## src/rtl/gpio_hex_pkg.sv

```systemverilog
// Shared constants for the GPIO hex display: segment patterns, blank code and
// the leading-zero mask helper.
package gpio_hex_pkg;

    localparam int MAX_DIGITS = 8;

    localparam logic [6:0] SEG_BLANK = 7'h7F;

    // Active-low {g,f,e,d,c,b,a} patterns for hex digits 0..F.
    localparam logic [6:0] SEG7_LUT [16] = '{
        7'h40, 7'h79, 7'h24, 7'h30, 7'h19, 7'h12, 7'h02, 7'h78,
        7'h00, 7'h10, 7'h08, 7'h03, 7'h46, 7'h21, 7'h06, 7'h0E
    };

    // Bit i set when digit i is a leading zero: nibbles num_digits-1 down to i
    // are all zero. Digit 0 is never marked, so a zero value still shows "0".
    function automatic logic [MAX_DIGITS-1:0] lead_zero_mask(
        input logic [31:0] value,
        input int          num_digits
    );
        logic [MAX_DIGITS-1:0] mask;
        logic                  all_zero;
        mask     = '0;
        all_zero = 1'b1;
        for (int i = MAX_DIGITS - 1; i >= 0; i--) begin
            if (i < num_digits) begin
                all_zero = all_zero && (value[4*i +: 4] == 4'h0);
                mask[i]  = all_zero && (i > 0);
            end
        end
        return mask;
    endfunction

endpackage

```

## src/rtl/gpio_hex_display_seg7.sv

```systemverilog
// Hex nibble to active-low seven-segment pattern; purely combinational.
module hex_to_seg7
    import gpio_hex_pkg::*;
(
    input  logic [3:0] nibble_i,
    output logic [6:0] seg_n_o
);

    assign seg_n_o = SEG7_LUT[nibble_i];

endmodule

```

## src/rtl/gpio_hex_display.sv

```systemverilog
// Double-buffered, time-multiplexed seven-segment driver for the io2 GPIO port.
// Written values are swapped in only at a scan-frame boundary.
module gpio_hex_display
    import gpio_hex_pkg::*;
#(
    parameter int NUM_DIGITS    = 8,
    parameter int SCAN_DIV      = 50000,
    parameter int BLANK_LEADING = 1
)(
    input  logic                  clk,
    input  logic                  rst_n,
    input  logic                  wr_en,
    input  logic [31:0]           wr_data,
    output logic [6:0]            seg_n,
    output logic [NUM_DIGITS-1:0] an_n,
    output logic                  pending,
    output logic [31:0]           disp_value
);

    localparam int CNT_W = $clog2(SCAN_DIV);
    localparam int DIG_W = (NUM_DIGITS > 1) ? $clog2(NUM_DIGITS) : 1;
    localparam logic [CNT_W-1:0] CNT_LAST = CNT_W'(SCAN_DIV - 1);
    localparam logic [DIG_W-1:0] DIG_LAST = DIG_W'(NUM_DIGITS - 1);

    logic [CNT_W-1:0]      cnt_q,    cnt_d;
    logic [DIG_W-1:0]      dig_q,    dig_d;
    logic [31:0]           shadow_q, shadow_d;
    logic [31:0]           disp_q,   disp_d;
    logic                  pend_q,   pend_d;
    logic [6:0]            seg_q,    seg_d;
    logic [NUM_DIGITS-1:0] an_q,     an_d;

    logic                  tick;
    logic                  frame_end;
    logic [MAX_DIGITS-1:0] blank_mask;
    logic                  blank;
    logic [3:0]            nibble;
    logic [6:0]            nibble_seg;

    assign tick      = (cnt_q == CNT_LAST);
    assign frame_end = tick && (dig_q == DIG_LAST);

    // NOTE: every variable gets a default at the top of always_comb so no
    // path leaves it unassigned, which would otherwise infer a latch.
    always_comb begin
        cnt_d    = tick ? '0 : cnt_q + 1'b1;
        dig_d    = dig_q;
        shadow_d = shadow_q;
        disp_d   = disp_q;
        pend_d   = pend_q;

        if (tick) begin
            dig_d = (dig_q == DIG_LAST) ? '0 : dig_q + 1'b1;
        end

        // A write coinciding with the boundary bypasses the shadow so the
        // newest value is shown without waiting a whole extra frame.
        if (wr_en && frame_end) begin
            shadow_d = wr_data;
            disp_d   = wr_data;
            pend_d   = 1'b0;
        end else if (wr_en) begin
            shadow_d = wr_data;
            pend_d   = 1'b1;
        end else if (frame_end && pend_q) begin
            disp_d   = shadow_q;
            pend_d   = 1'b0;
        end
    end

    assign blank_mask = lead_zero_mask(disp_q, NUM_DIGITS);
    assign blank      = (BLANK_LEADING != 0) && blank_mask[dig_q];
    assign nibble     = disp_q[{dig_q, 2'b00} +: 4];

    hex_to_seg7 u_seg7 (
        .nibble_i (nibble),
        .seg_n_o  (nibble_seg)
    );

    always_comb begin
        seg_d = SEG_BLANK;
        an_d  = '1;
        if (!blank) begin
            seg_d = nibble_seg;
            an_d  = ~(NUM_DIGITS'(1) << dig_q);
        end
    end

    // NOTE: state flops use non-blocking assignments so every register samples
    // the pre-edge values, independent of statement order.
    always_ff @(posedge clk or negedge rst_n) begin
        if (!rst_n) begin
            cnt_q    <= '0;
            dig_q    <= '0;
            shadow_q <= '0;
            disp_q   <= '0;
            pend_q   <= 1'b0;
            seg_q    <= SEG_BLANK;
            an_q     <= '1;
        end else begin
            cnt_q    <= cnt_d;
            dig_q    <= dig_d;
            shadow_q <= shadow_d;
            disp_q   <= disp_d;
            pend_q   <= pend_d;
            seg_q    <= seg_d;
            an_q     <= an_d;
        end
    end

    assign seg_n      = seg_q;
    assign an_n       = an_q;
    assign pending    = pend_q;
    assign disp_value = disp_q;

endmodule

```

## config.mk

```make
export PLATFORM = sky130hd
export DESIGN_NAME = gpio_hex_display
export DESIGN_NICKNAME = d
export VERILOG_FILES = /design/src/rtl/gpio_hex_pkg.sv /design/src/rtl/gpio_hex_display_seg7.sv /design/src/rtl/gpio_hex_display.sv
export SDC_FILE = /design/constraint.sdc
export NUM_CORES = 1
export LEC_CHECK = 0
export ABC_AREA = 1
export CAP_MARGIN = 20
export CORE_MARGIN = 1.5
export CORE_UTILIZATION = 40
export DETAILED_ROUTE_END_ITERATION = 10
export GPL_TIMING_DRIVEN = 1
export HOLD_SLACK_MARGIN = 0.05
export PLACE_DENSITY_LB_ADDON = 0.2
export RECOVER_POWER = 100
export SKIP_CTS_REPAIR_TIMING = 1
export SLEW_MARGIN = 20
export SYNTH_ARGS = -nofsm -noshare
export SYNTH_HDL_FRONTEND = slang
export SYNTH_HIERARCHICAL = 1
export SYNTH_SLANG_ARGS = --single-unit
```

## constraint.sdc

```tcl
create_clock -name clk -period 3.15 [get_ports clk]
set_clock_uncertainty 0.1 [all_clocks]
set_input_delay 0.315 -clock clk [delete_from_list [all_inputs] [get_ports clk]]
set_output_delay 0.315 -clock clk [all_outputs]
set_load 0.02 [all_outputs]
```

## Word level (Yosys, flattened, before mapping)

Memories as Yosys holds them, arrays and structs flattened.
Index checks and enable logic that the tools add are counted.

- Output and inout port bits: 48
- Memory bits (writable): 0
- Flip-flop bits (word level): 99
- Memories kept: 1
- ROM bits: 112
- Bits in latches: 0

Memories:

| name | depth | width | read ports | clocked after memory_dff | wr ports | RTL line | RTL |
|---|---|---|---|---|---|---|---|
| (no name shown) | 16 | 7 | 1 | 0 | 0 | gpio_hex_display_seg7.sv:9 | `assign seg_n_o = SEG7_LUT[nibble_i];` |

- Muxes and demuxes: 16
- Reduce and logical (&&, ||, !) cells: 20
- $mul: 0
- Div/mod/pow operators: 0
- Bitwise logic cells: 2
- Shifts and indexed selects: 2
- Add/subtract/negate cells: 2
- $lt $le $gt $ge: 2
- Equal/unequal tests: 3

Operator list:

| operator | count |
|---|---|
| $mux W32 | 5 |
| $shiftx A32 B6 Y4 | 1 |
| $logic_not A4 Y1 | 7 |
| $mux W7 | 3 |
| $add A16 B1 Y16 const B | 1 |
| $eq A16 B16 Y1 const B | 1 |
| $mux W16 | 1 |
| $logic_and A1 B1 Y1 | 9 |
| $mux W8 | 1 |
| $not A8 Y8 | 1 |
| $shl A1 B3 Y8 const A | 1 |
| $ge A5 B5 Y1 const B | 1 |
| $not A4 Y5 | 1 |
| $lt A3 B4 Y1 const B | 1 |
| $mux W1 | 4 |
| $reduce_bool A2 Y1 | 2 |
| $add A3 B1 Y3 const B | 1 |
| $bmux W1 S3 | 1 |
| $eq A3 B3 Y1 const B | 1 |
| $mux W3 | 1 |
| $reduce_bool A3 Y1 | 1 |
| $ne A2 B1 Y1 const B | 1 |
| $reduce_and A2 Y1 | 1 |

## Depth between registers and ports, before layout

- Word-level depth: 10
- Gate-level depth with buffers: 15
- Depth with buffers taken out: 14

## Modules after synthesis

The synthesis kept the hierarchy.

Modules (own cells, without submodules):

| module | area an instance (um^2) | cells each | sequential area each (um^2) | instances |
|---|---|---|---|---|
| gpio_hex_display | 4536.9 | 558 | 2496.1 | 1 |
| hex_to_seg7 | 275.3 | 51 | 0.0 | 1 |

## Worst setup path before layout

OpenSTA, ideal clock, no wires.

- Path kind: reg-to-reg
- From: reg dig_q[0]
- To: reg seg_q[3], in the netlist seg_n[3]
- Buffers on the path: 2
- Cell stages (with the launch flop): 16
- Setup time: 0.060 ns
- Data required time: 2.990 ns
- Path slack: 0.974 ns
- Arrival time: 2.015 ns
- Clock period less this slack: 2.176 ns
- Cells stage by stage: dfrtp_1 -> buf_2 -> inv_2 -> clkbuf_1 -> o21ai_0 -> nand3_1 -> o21a_1 -> inv_1 -> ha_1 -> inv_1 -> nand2_1 -> nand2_1 -> nand2_1 -> nand2_1 -> inv_1 -> nand2_1

- Longest elaborated chain between the ends: 6
- Elaborated cells between the ends (all ways): 8
- Classes of those cells: 1 x shift; 5 x mux; 1 x bitwise; 1 x memory

RTL lines:

| what | RTL line | RTL |
|---|---|---|
| from (decl) | gpio_hex_display.sv:26 | `logic [DIG_W-1:0] dig_q, dig_d;` |
| from (signal assigned) | gpio_hex_display.sv:102 | `dig_q <= dig_d;` |
| $shiftx A32 B6 Y4 | gpio_hex_display.sv:73 | `assign nibble = disp_q[{dig_q, 2'b00} +: 4];` |
| named net nibble[0] | gpio_hex_display.sv:37 | `logic [3:0] nibble;` |
| $not A4 Y5 (implied by the code) | gpio_hex_display_seg7.sv:9 |  |
| $mem_v2 Z16 W7 | n/a |  |
| $mux W7 (implied by the code) (2 in a row) | gpio_hex_display_seg7.sv:9 |  |
| named net nibble_seg[3] | gpio_hex_display.sv:38 | `logic [6:0] nibble_seg;` |
| $mux W7 | gpio_hex_display.sv:83 | `if (!blank) begin` |
| named net seg_d[3] | gpio_hex_display.sv:30 | `logic [6:0] seg_q, seg_d;` |
| to (signal assigned) | gpio_hex_display.sv:106 | `seg_q <= seg_d;` |
| to (decl) | gpio_hex_display.sv:30 |  |

The timed path passes the listed nets, and every way through them passes these cells. The select of a mux whose other input is x is not followed.
A chain may end at the register's enable or synchronous reset.

## Worst setup path in the final report

- From: reg cnt_q[0]
- To: reg disp_q[12], in the netlist disp_value[12]

- Longest elaborated chain between the ends: 5
- Elaborated cells between the ends (all ways): 8
- Classes of those cells: 2 x eq/ne; 1 x mux; 5 x reduce/logical

RTL lines:

| what | RTL line | RTL |
|---|---|---|
| from (decl) | gpio_hex_display.sv:25 | `logic [CNT_W-1:0] cnt_q, cnt_d;` |
| from (signal assigned) | gpio_hex_display.sv:101 | `cnt_q <= cnt_d;` |
| $eq A16 B16 Y1 * | gpio_hex_display.sv:40 | `assign tick = (cnt_q == CNT_LAST);` |
| $logic_and A1 B1 Y1 * | gpio_hex_display.sv:41 | `assign frame_end = tick && (dig_q == DIG_LAST);` |
| $logic_and A1 B1 Y1, on equally long branches | gpio_hex_display.sv:58, gpio_hex_display.sv:65 |  |
| $ne A2 B1 Y1 (no line) or $reduce_bool A2 Y1 (tied branches) | n/a |  |
| $reduce_and A2 Y1 (no line) | n/a |  |
| to (signal assigned) | gpio_hex_display.sv:104 | `disp_q <= disp_d;` |
| to (decl) | gpio_hex_display.sv:28 | `logic [31:0] disp_q, disp_d;` |

Mark *: on every way between the ends. The rest lies on a longest branch, timed or not.

==> impl_metrics.yaml <==
flow_run:
  cap_violations: 1
grt:
  grt_usage_pct: 19.6
  grt_max_degree: 41
  antenna_found_initial: 0
  grt_pass1_vias: 4092
  grt_pass1_wl_um: 19800
  grt_overflow_total: 0
yosys:
  syn_inst: 609
  synth_top_area_share_pct: 43.7
  synth_mux_area_share_pct: 0
  synth_xor_area_share_pct: 0.910
  yosys-top-cells-area: "dfrtp_1 44%, nand2_1 17%, dfstp_2 8.2%, inv_1 6.8%, ha_1 3.6%"
  yosys.area_share.simple_pct: 25.2
  synthesis.area_sq_mm: 0.00481
  ys_seq_elements: 99
  yosysTopAreaCell: "dfrtp_1"
  async_flop_share_pct: 100
  synth_edf_count: 0
  syn_nets: 658
  ys_seq_area_share_pct: 51.9
  synth_top_family_by_area: "simple AND/OR/NAND/NOR gates"
  synth_compound_area_share_pct: 8.79
  synthTopCellsByCount: "219 x nand2_1, 87 x inv_1, 84 x dfrtp_1, 35 x nor2_1, 34 x o21ai_0"
  ys_types: 27
  avgSynthCellArea_sq_um: 7.90
  yosysWarnings: 6
  synth_fa_ha_area_share_pct: 3.64
  synth_ff_type: "dfrtp_1"
  yosysMostFrequentCell: "nand2_1"
timing:
  fmax_mhz: 373
  relSlewSlack_pct: -7.10
  fin_crit_sh_pct: 85.0
  period_needed_ns: 2.68
  finalSetupViolCount: 0
  tns_ns: 0
  rsz0062_at_grt: "no"
  worstMarginPinSlew_ns: 1.61
  timing.final.max_slew_violations: 31
  finalHoldViolations: 0
worst_setup_path:
  crit_fanout: 14
  arrival_ns: 2.87
  worst-setup-path-type: "register to register"
  crit_path_end_kind: "register"
  path_cells: "ha_1 > nand2_1 > nor2_1 > nand3_1 > nor2_1 > nand3_1 > nand2_1 > nand2_1 > inv_1"
  critPathSlowestCell: "nand3_1"
  critPathMostFrequentCell: "nand2_1"
  start_kind: "register"
  critPathMaxStageDelay_ns: 0.60
  required_ns: 3.34
clock_tree:
  cts_tree: "done"
  numCtsBuffers: 9
  clock-root-buffer: "clkbuf_16"
  clk_pin_slew_worst_paths_ns: 0.07
  clock_latency_ns: 0.35
  clockBufferDepth: 2
  htreeDepth: 3
  clock-sinks: 99
power:
  p_leak_nw: 3.02
  peakVddDrop_uv: 256
  intPower_w: 0.00223
  netSwitchingPower_w: 0.000688
  powerDensity_mw_per_mm2: 483
  switching_share_pct: 23.6
  p_comb_share_pct: 9.8
  finalPower_w: 0.00292
  pwr-share-clk_pct: 43.2
  seqPwrFrac_pct: 47.0
floorplanning:
  dieArea_sq_mm: 0.0127
  die_h_um: 113
  core-area_sq_mm: 0.0116
  rows: 39
  ios: 83
  start_util_pct: 41.6
  die_w_um: 113
run_status:
  violations: "capacitance limit, slew limit"
  run_status: "finished with violations"
worst_hold_path:
  hold_class: "register to register"
drt:
  drc: 0
  viasPerCell: 4.88
  ant_nets: 0
  wl_per_cell_um: 13.9
  drt_iter0_markers: 302
  wl_um: 11600
  first_pass_iters: 6
  vias: 4070
finish:
  area_growth_pct: 25.8
  layout-drive-gt1-share_pct: 5.93
  antenna_cells: 0
  layout.nets: 736
place:
  portBuffers: 82
  dp_hpwl_um: 8690
  routabilityCongestion: 0.929
[path summary, 6_finish.rpt]
| path | from | endpoint | slack, ns | depth (start not counted) |
|---|---|---|---|---|
| min | shadow_q[6] | shadow_q[6] | 0.37 | 2 |
| min reg2reg | shadow_q[6] | shadow_q[6] | 0.37 | 2 |
| max | cnt_q[0] | disp_value[12] | 0.47 | 9 |
| min in group asynchronous | rst_n | shadow_q[12] | 0.80 | 2 |
| max in group asynchronous | rst_n | seg_n[4] | 0.89 | 3 |
| max reg2reg | cnt_q[0] | disp_value[12] | 0.47 | 9 |
[flip-flops by register name, indices dropped and copies added, names as in the netlist]
register / count
an_n: 8
dig_q: 3
cnt_q: 16
seg_n: 7
pending: 1
disp_value: 32
shadow_q: 32
[through the flow]
stage | instance area, sq um | setup WS (ns) | instances | hold slack (ns) | util, %
detailed placement | 5740 | 0.596 | 818 | 0.164 | 49.7
CTS | 6080 | 0.573 | 833 | -0.213 | 52.6
global route | 6050 | 0.157 | 834 | 0.397 | 52.3
global placement | 5740 | 0.768 | 818 | 0.167 | 49.7
finish | 6050 | 0.471 | 834 | 0.370 | 52.3
floorplan | 4810 | 0.974 | 609 | -0.0806 | -
[kinds of logic after synthesis]
family / count (synthesis)
and+or+nand+nor: 297
adders and majority gates: 14
AOI/OAI and AO/OA: 81
DFF: 99
xor gates and xnor gates: 5
buffers and inverters: 113
[routing by layer]
metal  wire (um)  share of wire (%)  up-vias  global-route usage [%]
li1            -                  -     2021                       -
met1        5440                 47     1904                    26.5
met2        5340                 46      126                    31.4
met3         600                5.2       19                    4.16
met4         205                1.8        0                    6.75
met5           0                  0        -                       0
[power groups by stage]
stage               Sequential [W]  Clock, W  Combinational, W
global placement           0.00140         0          0.000299
finish                     0.00137   0.00126          0.000287
global route               0.00138   0.00134          0.000323
CTS                        0.00137   0.00129          0.000305
detailed placement         0.00140         0          0.000304
floorplan                  0.00142         0          0.000108
[cell usage in the layout (no fill, tap or decap), types with 5 or more instances in the layout]
cell type | synthesis | layout
clkdlybuf4s50_1 | 0 | 32
dfstp_2 | 15 | 15
nand4_1 | 6 | 6
nor2_1 | 35 | 37
nand3_1 | 23 | 25
clkbuf_16 | 0 | 9
a21oi_1 | 19 | 19
dfrtp_1 | 84 | 84
ha_1 | 14 | 14
nand2_1 | 219 | 220
xor2_1 | 5 | 5
dlygate4sd3_1 | 0 | 50
o21ai_0 | 34 | 52
inv_1 | 87 | 88
[final cells by class]
cell class,count,area (sq um)
tap,143,179
clock inverter,6,113
sequential,99,2500
fill,1066,5510
multi-input combinational,397,1830
clock buffer,9,225
inverter,92,345
timing repair buffer,88,867
[worst max-delay path: cells and delay by family, from the launching register on]
kind	cells	cell delay, ns
buffers and inverters	1	0.05
and+or+nand+nor	7	1.89
adders and majority gates	1	0.20
DFF	1	0.39
Power figures use the tool's default switching activity.
